--- src/rtl/census_wta_if.sv ---
// Custom-instruction bus for census_wta: clock enable, start/op request, operands, and the result/done return.
interface census_wta_if;
  logic        clk_en;
  logic        start;
  logic [3:0]  n;
  logic [31:0] dataa;
  logic [31:0] datab;
  logic [31:0] result;
  logic        done;

  modport master (output clk_en, start, n, dataa, datab, input result, done);
  modport slave  (input clk_en, start, n, dataa, datab, output result, done);
endinterface

--- src/rtl/census_wta.sv ---
// Hamming-cost winner-takes-all tracker for census signature pairs, one pair per disparity candidate.
// CENSUS_WTA_UNIQ_EN adds a second-best register and the uniqueness flag (result bit 30).
module census_wta #(
  parameter int W           = 32,
  parameter int DISP_BITS   = 6,
  parameter int UNIQ_MARGIN = 2
) (
  input  logic        clk,
  input  logic        reset,
  census_wta_if.slave bus
);
  localparam int CW = $clog2(W + 1);
  localparam logic [31:0]          MASK     = 32'hFFFF_FFFF >> (32 - W);
  localparam logic [DISP_BITS-1:0] DISP_MAX = '1;
  localparam logic [DISP_BITS-1:0] DISP_ONE = 1;

  // state    | meaning
  // ST_IDLE  | waiting for start
  // ST_P1    | per-byte popcounts of the latched XOR
  // ST_P2    | cost sum, WTA update, done
  // ST_RD    | CLEAR / READ_* completion, done
  typedef enum logic [1:0] {ST_IDLE, ST_P1, ST_P2, ST_RD} state_t;

  state_t               state_q;
  logic [3:0]           op_q;
  logic [31:0]          x_q;
  logic [3:0][3:0]      pc_q, pc_d;
  logic [5:0]           sum_w;
  logic [CW-1:0]        cost_d;
  logic [CW-1:0]        best_cost_q, best_cost_d;
  logic [DISP_BITS-1:0] best_disp_q, best_disp_d;
  logic [DISP_BITS-1:0] disp_cnt_q, disp_cnt_d;
  logic                 sat_q, sat_d;
  logic                 ovf_q, ovf_d;
  logic [CW-1:0]        last_cost_q;
  logic                 uniq_now, uniq_push;
  logic [31:0]          result_q;
  logic                 done_q;
`ifdef CENSUS_WTA_UNIQ_EN
  logic [CW-1:0]        second_q, second_d;
`endif

  function automatic logic uniq_of(input logic [CW-1:0] sec, input logic [CW-1:0] best);
    return int'(sec - best) >= UNIQ_MARGIN;
  endfunction

  function automatic logic [31:0] pack(input logic o, input logic u,
                                       input logic [DISP_BITS-1:0] d, input logic [CW-1:0] c);
    logic [7:0] d8;
    logic [7:0] c8;
    d8 = 8'(d);
    c8 = 8'(c);
    return {o, u, 6'b0, d8, 8'b0, c8};
  endfunction

  always_comb begin
    pc_d = '0;
    for (int b = 0; b < 4; b++) begin
      for (int k = 0; k < 8; k++) pc_d[b] = pc_d[b] + {3'b000, x_q[8*b+k]};
    end
    sum_w  = {2'b00, pc_q[0]} + {2'b00, pc_q[1]} + {2'b00, pc_q[2]} + {2'b00, pc_q[3]};
    cost_d = sum_w[CW-1:0];
  end

  // Once the last candidate index has been consumed, further pushes only flag overflow.
  always_comb begin
    best_cost_d = best_cost_q;
    best_disp_d = best_disp_q;
    disp_cnt_d  = disp_cnt_q;
    sat_d       = sat_q;
    ovf_d       = ovf_q;
`ifdef CENSUS_WTA_UNIQ_EN
    second_d    = second_q;
`endif
    if (sat_q) begin
      ovf_d = 1'b1;
    end else begin
      if (cost_d < best_cost_q) begin
        best_cost_d = cost_d;
        best_disp_d = disp_cnt_q;
`ifdef CENSUS_WTA_UNIQ_EN
        second_d    = best_cost_q;
      end else if (cost_d < second_q) begin
        second_d    = cost_d;
`endif
      end
      if (disp_cnt_q == DISP_MAX) sat_d = 1'b1;
      else                        disp_cnt_d = disp_cnt_q + DISP_ONE;
    end
`ifdef CENSUS_WTA_UNIQ_EN
    uniq_now  = uniq_of(second_q, best_cost_q);
    uniq_push = uniq_of(second_d, best_cost_d);
`else
    uniq_now  = 1'b0;
    uniq_push = 1'b0;
`endif
  end

  always_ff @(posedge clk or negedge reset) begin
    if (!reset) begin
      state_q     <= ST_IDLE;
      op_q        <= '0;
      x_q         <= '0;
      pc_q        <= '0;
      best_cost_q <= '1;
      best_disp_q <= '0;
      disp_cnt_q  <= '0;
      sat_q       <= 1'b0;
      ovf_q       <= 1'b0;
      last_cost_q <= '0;
      result_q    <= '0;
      done_q      <= 1'b0;
`ifdef CENSUS_WTA_UNIQ_EN
      second_q    <= '1;
`endif
    end else if (bus.clk_en) begin
      done_q <= 1'b0;
      case (state_q)
        ST_IDLE: begin
          if (bus.start) begin
            op_q <= bus.n;
            if (bus.n == 4'd1) begin
              x_q     <= (bus.dataa ^ bus.datab) & MASK;
              state_q <= ST_P1;
            end else begin
              state_q <= ST_RD;
            end
          end
        end
        ST_P1: begin
          pc_q    <= pc_d;
          state_q <= ST_P2;
        end
        ST_P2: begin
          last_cost_q <= cost_d;
          best_cost_q <= best_cost_d;
          best_disp_q <= best_disp_d;
          disp_cnt_q  <= disp_cnt_d;
          sat_q       <= sat_d;
          ovf_q       <= ovf_d;
`ifdef CENSUS_WTA_UNIQ_EN
          second_q    <= second_d;
`endif
          result_q    <= pack(ovf_d, uniq_push, best_disp_d, cost_d);
          done_q      <= 1'b1;
          state_q     <= ST_IDLE;
        end
        ST_RD: begin
          case (op_q)
            4'd0: begin
              best_cost_q <= '1;
              best_disp_q <= '0;
              disp_cnt_q  <= '0;
              sat_q       <= 1'b0;
              ovf_q       <= 1'b0;
              last_cost_q <= '0;
`ifdef CENSUS_WTA_UNIQ_EN
              second_q    <= '1;
`endif
              result_q    <= '0;
            end
            4'd3: result_q <= {24'b0, 8'(last_cost_q)};
            4'd4: result_q <= {24'b0, 8'(disp_cnt_q)};
`ifdef CENSUS_WTA_UNIQ_EN
            4'd5: result_q <= {24'b0, 8'(second_q)};
`else
            4'd5: result_q <= '0;
`endif
            default: result_q <= pack(ovf_q, uniq_now, best_disp_q, best_cost_q);
          endcase
          done_q  <= 1'b1;
          state_q <= ST_IDLE;
        end
        default: state_q <= ST_IDLE;
      endcase
    end
  end

  assign bus.result = result_q;
  assign bus.done   = done_q;
endmodule
--- src/flat_wrapper.sv ---
// flat-port wrapper written by rule: the top's interface ports become plain ports
module census_wta_flat 
#(
  parameter int W           = 32,
  parameter int DISP_BITS   = 6,
  parameter int UNIQ_MARGIN = 2
)
  (clk, reset, bus_clk_en, bus_start, bus_n, bus_dataa, bus_datab, bus_result, bus_done);
  census_wta_if bus_i ();
  input  logic clk;
  input  logic reset;
  input wire logic [$bits(bus_i.clk_en)-1:0] bus_clk_en;
  input wire logic [$bits(bus_i.start)-1:0] bus_start;
  input wire logic [$bits(bus_i.n)-1:0] bus_n;
  input wire logic [$bits(bus_i.dataa)-1:0] bus_dataa;
  input wire logic [$bits(bus_i.datab)-1:0] bus_datab;
  output wire logic [$bits(bus_i.result)-1:0] bus_result;
  output wire logic [$bits(bus_i.done)-1:0] bus_done;
  assign bus_i.clk_en = bus_clk_en;
  assign bus_i.start = bus_start;
  assign bus_i.n = bus_n;
  assign bus_i.dataa = bus_dataa;
  assign bus_i.datab = bus_datab;
  assign bus_result = bus_i.result;
  assign bus_done = bus_i.done;
  census_wta #(.W(W), .DISP_BITS(DISP_BITS), .UNIQ_MARGIN(UNIQ_MARGIN)) u_core (.clk(clk), .reset(reset), .bus(bus_i));
endmodule
--- config.mk ---
export PLATFORM = sky130hd
export DESIGN_NAME = census_wta_flat
export DESIGN_NICKNAME = d
export VERILOG_FILES = /design/src/rtl/census_wta_if.sv /design/src/rtl/census_wta.sv /design/src/flat_wrapper.sv
export SDC_FILE = /design/constraint.sdc
export NUM_CORES = 1
export LEC_CHECK = 0
export BUFFER_PORTS_ARGS = -buffer_cell sky130_fd_sc_hd__buf_2
export CAP_MARGIN = 20
export CORE_UTILIZATION = 51
export DETAILED_ROUTE_END_ITERATION = 8
export PLACE_DENSITY = 0.8
export SLEW_MARGIN = 10
export SYNTH_ARGS = -nofsm -noshare
export SYNTH_HDL_FRONTEND = slang
export SYNTH_SLANG_ARGS = --single-unit
--- constraint.sdc ---
create_clock -name clk -period 4.5 [get_ports clk]
set_clock_uncertainty 0.2 [all_clocks]
set_input_delay 0.225 -clock clk [delete_from_list [all_inputs] [get_ports clk]]
set_output_delay 0.225 -clock clk [all_outputs]
set_load 0.05 [all_outputs]
==> impl_results.md, run 1 <==
* Final Core Density at 66.3%
* Row cnt at 37
* Clock Path Buffers at 2
* Routed Antenna Nets at 0
* Area grow syn2layout at 25.4%
* N_diodes at 0
* Met3 wire length at 731 µm
* Ys async rst share at 100%
* Leading area contributor after synthesis: dfrtp_1
* RePlAce Congestion at 0.905
* Die Width at 106 µm
* Power per cell area at 649 nW/µm²
* DR pass1 iterations at 6
* CP Launch Type: flop
* Root buf cell: clkbuf_8
* Kind of critical path: reg -> reg
* CP Launch Point: u_core.pc_q[0]
* YS warnings at 0
* GRT Util Overall at 26.5%
* CP Capture Point: u_core.bus.result[21]
* Mean Syn Cell Area at 10.1 µm²
* FMAX at 230 MHz
* Grt ovf at 0
* Most common cell after layout, fill and taps aside: dfrtp_1
* Total Neg Setup Slack at 0 ps
* EDFF count, synth at 0
* # DRC at 0
* Die Height at 106 µm
* Tmin final at 4340 ps
* Total number of vias at 4536
* H-tree depth at 3
* Initial DRC count at 263
* Synthesized flop and latch total at 94
* Core area at 10400 µm²
* Arr. time, crit path at 4410 ps
* Worst R2R Path Depth at 14
* Tcrit/Tclk final at 96.5%
* Max_cap viols at 0
* Final setup viols at 0
* Synth top area cells: dfrtp_1 (40%), fa_1 (8.0%), ha_1 (5.9%), inv_1 (4.6%), xnor2_1 (3.5%)
* DP Cell Count at 750
* Critical R2R Launch: u_core.pc_q[0]
* Initial antenna violation count at 0
* Worst slew pin tran at 1010 ps
* Number of global-route vias before repair at 4834
* WL final at 13900 µm
* Vias per Instance at 5.42
* Worst skew pair latency at 380 ps
* Status: finished, final reports clean
* HP Class: in -> reg
* IR drop worst, VDD at 0.419 mV
* Prevailing post-synth register cell: dfrtp_1
* Library cells used by synthesis at 55
* Post-route design area at 6910 µm²
* Hpwl dp at 8470 µm
* I/O Buffers at 85
* Most frequent cells in the layout: dfrtp_1 (88), buf_2 (84), dlygate4sd3_1 (70)
* Clock sinks at 94
* Placed Area at 5960 µm²
* IO Pins at 105
* WL met2 at 7510 µm
* Nets@finish at 816
* Relative slew slack at 32.4%
* Post-Syn Area at 5510 µm²
* Largest net degree at the start of global routing at 65
* RR Endpoint: u_core.bus.result[21]
* DR top layer: met4
* M1 WL at 5250 µm
* Final Hold Fails at 0
* Starting Density at 52.9%
* First-pass GRT wire length at 22700 µm
* Critical Path Sink Type: flop
* Crit Path Max Fanout at 7
* CTS Buf Count at 9
* Sequential-to-total area share from yosys stat at 42.8%
* CTS tree: yes
* DIE AREA at 11200 µm²
* Routed len/inst at 16.7 µm
* Fraction of final layout cells sized beyond drive strength 1 at 20.0%
* Final count of pins violating max slew at 0
* Clock transition at the registers of the reported paths at 100 ps
* Mapped Cells at 544
* Lkg Pwr at 3.44 nW
* Non-Filler Instances at 837
* Req. time, crit path at 4560 ps
* Yosys top cell area share at 40.0%
* Register-to-register setup slack at 160 ps
-- worst max-delay path, cell delays in order, from the launching register on --
cell and delay (ps):
dfrtp_1 390, ha_1 230, fa_2 530, fa_1 410, ha_1 240, fa_2 360
a21o_1 200, a21oi_2 140, inv_1 60, ha_1 310, a211o_1 320, a31oi_2 180
and2_4 220, o22ai_1 100, a221o_1 340
-- layer usage --
metal / vias to the layer above / global-route usage, %
met5: - / 0
met4: 0 / 12.2
met3: 43 / 6.50
met2: 185 / 48.6
met1: 2203 / 28.8
li1: 2105 / -
-- final cells by class --
class / count / area, µm²
fillers: 752 / 3510
well taps: 136 / 170
repair buffers: 161 / 1170
inverters: 67 / 251
clock inverters: 5 / 57.6
clock buffers: 11 / 151
multi-input cells: 363 / 2750
flip-flops and latches: 94 / 2360
-- synth_stat cells (13+ instances only) --
master   number
inv_1        67
nor2_1       35
buf_4        20
o21ai_0      37
xor2_1       22
dfrtp_1      88
a22o_1       13
ha_1         26
a21oi_1      32
xnor2_1      22
fa_1         22
nand2_1      37
-- what timing repair did --
action                                  CTS  global route
endpoints found under the setup margin    8            17
setup buffers                             0             1
hold buffers                             70             0
resized for setup                         2             8
pin swaps                                 0             1
hold endpoints to repair                 95             0
-- state kept, by name, summed over array words and instances (netlist names) --
name and cells:
u_core.pc_q 16, u_core.sat_q 1, u_core.last_cost_q 6, u_core.disp_cnt_q 6, u_core.state_q 2, u_core.x_q 32, u_core.bus.done 1, u_core.best_cost_q 6
u_core.bus.result 13, u_core.op_q 4, u_core.ovf_q 1, u_core.best_disp_q 6
-- metrics by stage --
stage	setup slack, ps	total power, mW	hold slack (ps)
2_1_floorplan	203	3.04	-271
3_3_place_gp	82.0	3.56	131
3_5_place_dp	-69.1	3.67	140
4_1_cts	23.0	4.36	62.7
5_1_grt	-9.93	4.83	115
6_report	158	4.48	76.8
-- power by group --
group / switching (mW) / internal, mW / total (mW)
Clock: 0.306 / 0.286 / 0.592
Combinational: 1.44 / 1.08 / 2.52
Sequential: 0.234 / 1.13 / 1.37
Total: 1.98 / 2.50 / 4.48
-- kinds of logic (layout without fill, tap and decap cells) --
logic type / count (synthesis) / count (layout) / synth area share, %
DFF: 94 / 94 / 42.8
other: 1 / 19 / 0.0681
and+or+nand+nor: 108 / 108 / 9.11
adders and majority gates: 48 / 48 / 13.9
buffers and inverters: 105 / 244 / 9.20
xor gates and xnor gates: 44 / 44 / 7.00
muxes: 9 / 9 / 1.82
AOI/OAI and AO/OA: 135 / 135 / 16.1
-- how the worst min path moves through the flow --
| stage | end | startpoint | cells past startpoint | slack (ps) |
|---|---|---|---|---|
| after floorplan | u_core.best_disp_q[0] | reset | 0 | -270 |
| after global placement | u_core.bus.result[31] | reset | 1 | 130 |
| after detailed placement | u_core.bus.result[17] | reset | 1 | 140 |
| after CTS | u_core.state_q[1] | bus_start | 4 | 60 |
| after global routing | u_core.state_q[0] | bus_start | 4 | 120 |
| final | u_core.state_q[1] | bus_start | 4 | 80 |
(Power assumes the default switching activity.)
==> run 2, diff against run 1 <==
--- a/config.mk
+++ b/config.mk
@@ -9,6 +9,7 @@
 export CAP_MARGIN = 20
 export CORE_UTILIZATION = 51
 export DETAILED_ROUTE_END_ITERATION = 8
+export MAX_ROUTING_LAYER = met4
 export PLACE_DENSITY = 0.8
 export SLEW_MARGIN = 10
 export SYNTH_ARGS = -nofsm -noshare
==> impl_results.md, run 2 (synthesized netlist as in run 1, its figures left out) <==
* Row cnt at 37 (unchanged)
* Total Power at 4.47 mW (-0.29%)
* Critical Path Sink Type: flop
* Kind of critical path: reg -> reg
* Arr. time, crit path at 4440 ps (+30 ps)
* H-tree depth at 3 (unchanged)
* Core area at 10400 µm² (unchanged)
* Int Pwr at 2.47 mW (-1.4%)
* Number of global-route vias before repair at 4917 (+1.7%)
* FMAX at 229 MHz (-0.47%)
* Total Neg Setup Slack at 0 ps (unchanged)
* Final count of pins violating max slew at 0 (unchanged)
* Flop pwr share at 30.7% (+0.2 points)
* Die Width at 106 µm (unchanged)
* Total number of vias at 4615 (+1.7%)
* DR pass1 iterations at 5 (-1)
* Switching Fraction at 44.9% (+0.63 points)
* Worst slew pin tran at 1030 ps (+17.1 ps)
* Placed Area at 5960 µm² (unchanged)
* HP Class: in -> reg
* Starting Density at 52.9% (unchanged)
* Post-route design area at 6890 µm² (-0.27%)
* Worst skew pair latency at 390 ps (about the same)
* Root buf cell: clkbuf_8
* DIE AREA at 11200 µm² (unchanged)
* Max stage delay on crit path at 530 ps (about the same)
* Initial antenna violation count at 1 (+1)
* Req. time, crit path at 4580 ps (+20 ps)
* Crit Path Max Fanout at 9 (+2)
* Power per cell area at 649 nW/µm² (about the same)
* Most common cell after layout, fill and taps aside: dfrtp_1
* Clk network pwr share at 13.1% (about the same)
* First-pass GRT wire length at 23300 µm (+2.3%)
* Max_cap viols at 0 (unchanged)
* WL final at 14300 µm (+2.5%)
* Routed Antenna Nets at 0 (unchanged)
* Relative slew slack at 31.3% (-1.1 points)
* Final Core Density at 66.2% (-0.18 points)
* Grt ovf at 0 (unchanged)
* CP Launch Type: flop
* CTS tree: yes
* GRT Util Overall at 27.8% (+1.3 points)
* CP max stage cell: fa_2
* Met2 Use GR at 48.5% (about the same)
* Clock transition at the registers of the reported paths at 110 ps (about the same)
* Routed len/inst at 17.1 µm (+2.4%)
* Fraction of final layout cells sized beyond drive strength 1 at 19.8% (-0.14 points)
* Lkg Pwr at 3.44 nW (-0.10%)
* Tcrit/Tclk final at 96.9% (+0.46 points)
* P_sw at 2.01 mW (+1.1%)
* Comb power frac at 56.2% (about the same)
* IO Pins at 105 (unchanged)
* Crit-path cells: ha_1 > fa_2 > fa_1 > ha_2 > fa_2 > a21o_1 > a21oi_2 > inv_1 > ha_1 > a211o_1 > a31oi_2 > nand2_2 > a21o_2 > a22o_1
* CTS Buf Count at 9 (unchanged)
* Met1 Use GR at 29.8% (+1.1 points)
* Hpwl dp at 8700 µm (+2.8%)
* Final Hold Fails at 0 (unchanged)
* Initial DRC count at 301 (+14%)
* Area grow syn2layout at 25.1%
* Largest net degree at the start of global routing at 65 (unchanged)
* Final setup viols at 0 (unchanged)
* Most flops, register: u_core.x_q
* Most frequent cells in the layout: dfrtp_1 (88), buf_2 (84), dlygate4sd3_1 (70)
* IR drop worst, VDD at 0.335 mV (-20%)
* # DRC at 0 (unchanged)
* Vias per Instance at 5.51 (+1.6%)
* Clock sinks at 94 (unchanged)
* Status: finished, final reports clean
* Die Height at 106 µm (unchanged)
* Nets@finish at 816 (unchanged)
* Clock Path Buffers at 2 (unchanged)
* I/O Buffers at 85 (unchanged)
* Fin Hold WS at 60.4 ps (-16.4 ps)
* Tmin final at 4360 ps (+20.6 ps)
* Met3 Usage GRT at 4.60% (-1.9 points)
* Grt peak-use layer: met2
* RePlAce Congestion at 0.921 (+1.7%)
* Max FFs per register at 32 (unchanged)
run 2: cell count changes in the layout (fill, tap and decap cells not counted), sizes merged:
cell and delta:
clkinvlp -2, inv +2, clkbuf -1, clkinv +1, diode +1
run 2: per-stage QoR:
stage / instances / worst slack (ps)
CTS: 836 / 23.5
detailed placement: 750 / -90.7
floorplan: 562 / 203
global route: 838 / -1.08
global placement: 750 / 77.2
finish: 838 / 138
run 2: path summary, 6_finish.rpt:
path	cells past startpoint	endpoint	slack, ps	from
hold / removal	4	u_core.state_q[1]	60	bus_start
hold reg to reg	2	u_core.bus.result[31]	290	u_core.bus.result[31]
max in group asynchronous	3	u_core.best_cost_q[3]	2850	reset
setup reg to reg	14	u_core.best_disp_q[3]	140	u_core.pc_q[0]
min in group asynchronous	2	u_core.disp_cnt_q[4]	210	reset
setup / recovery	14	u_core.best_disp_q[3]	140	u_core.pc_q[0]
run 2: worst max-delay path, delay by kind of cell, from the launching register on:
family / cells / cell delay [ps]
adders and majority gates: 6 / 2050
DFF: 1 / 400
and+or+nand+nor: 1 / 120
AOI/OAI and AO/OA: 6 / 1410
buffers and inverters: 1 / 60
run 2: repair_timing:
item                       in CTS  in global routing
buffers inserted                0                  1
hold endpoints to repair       90                  0
setup endpoints to repair      10                 17
hold buffers                   70                  0
gates resized for setup         2                  7
run 2: per-layer routing:
layer	vias to the layer above	part of all wire, %
li1	2103	-
met4	0	4.6
met3	57	5.3
met1	2251	38
met2	204	52
met5	-	0
run 2: cell type report:
type	instances	area [µm²]
Sequential cell	94	2360
Antenna cell	1	2.50
Clock inverter	6	68.8
Inverter	67	251
Multi-Input combinational cell	363	2740
Fill cell	770	3530
Clock buffer	10	128
Timing Repair Buffer	161	1170
Tap cell	136	170
run 2: power by group through the flow:
| stage | sequential [mW] | combinational [mW] | clock (mW) |
|---|---|---|---|
| finish | 1.37 | 2.51 | 0.586 |
| global route | 1.40 | 2.78 | 0.626 |
| floorplan | 1.46 | 1.58 | 0 |
| CTS | 1.36 | 2.41 | 0.584 |
| detailed placement | 1.38 | 2.31 | 0 |
| global placement | 1.36 | 2.20 | 0 |
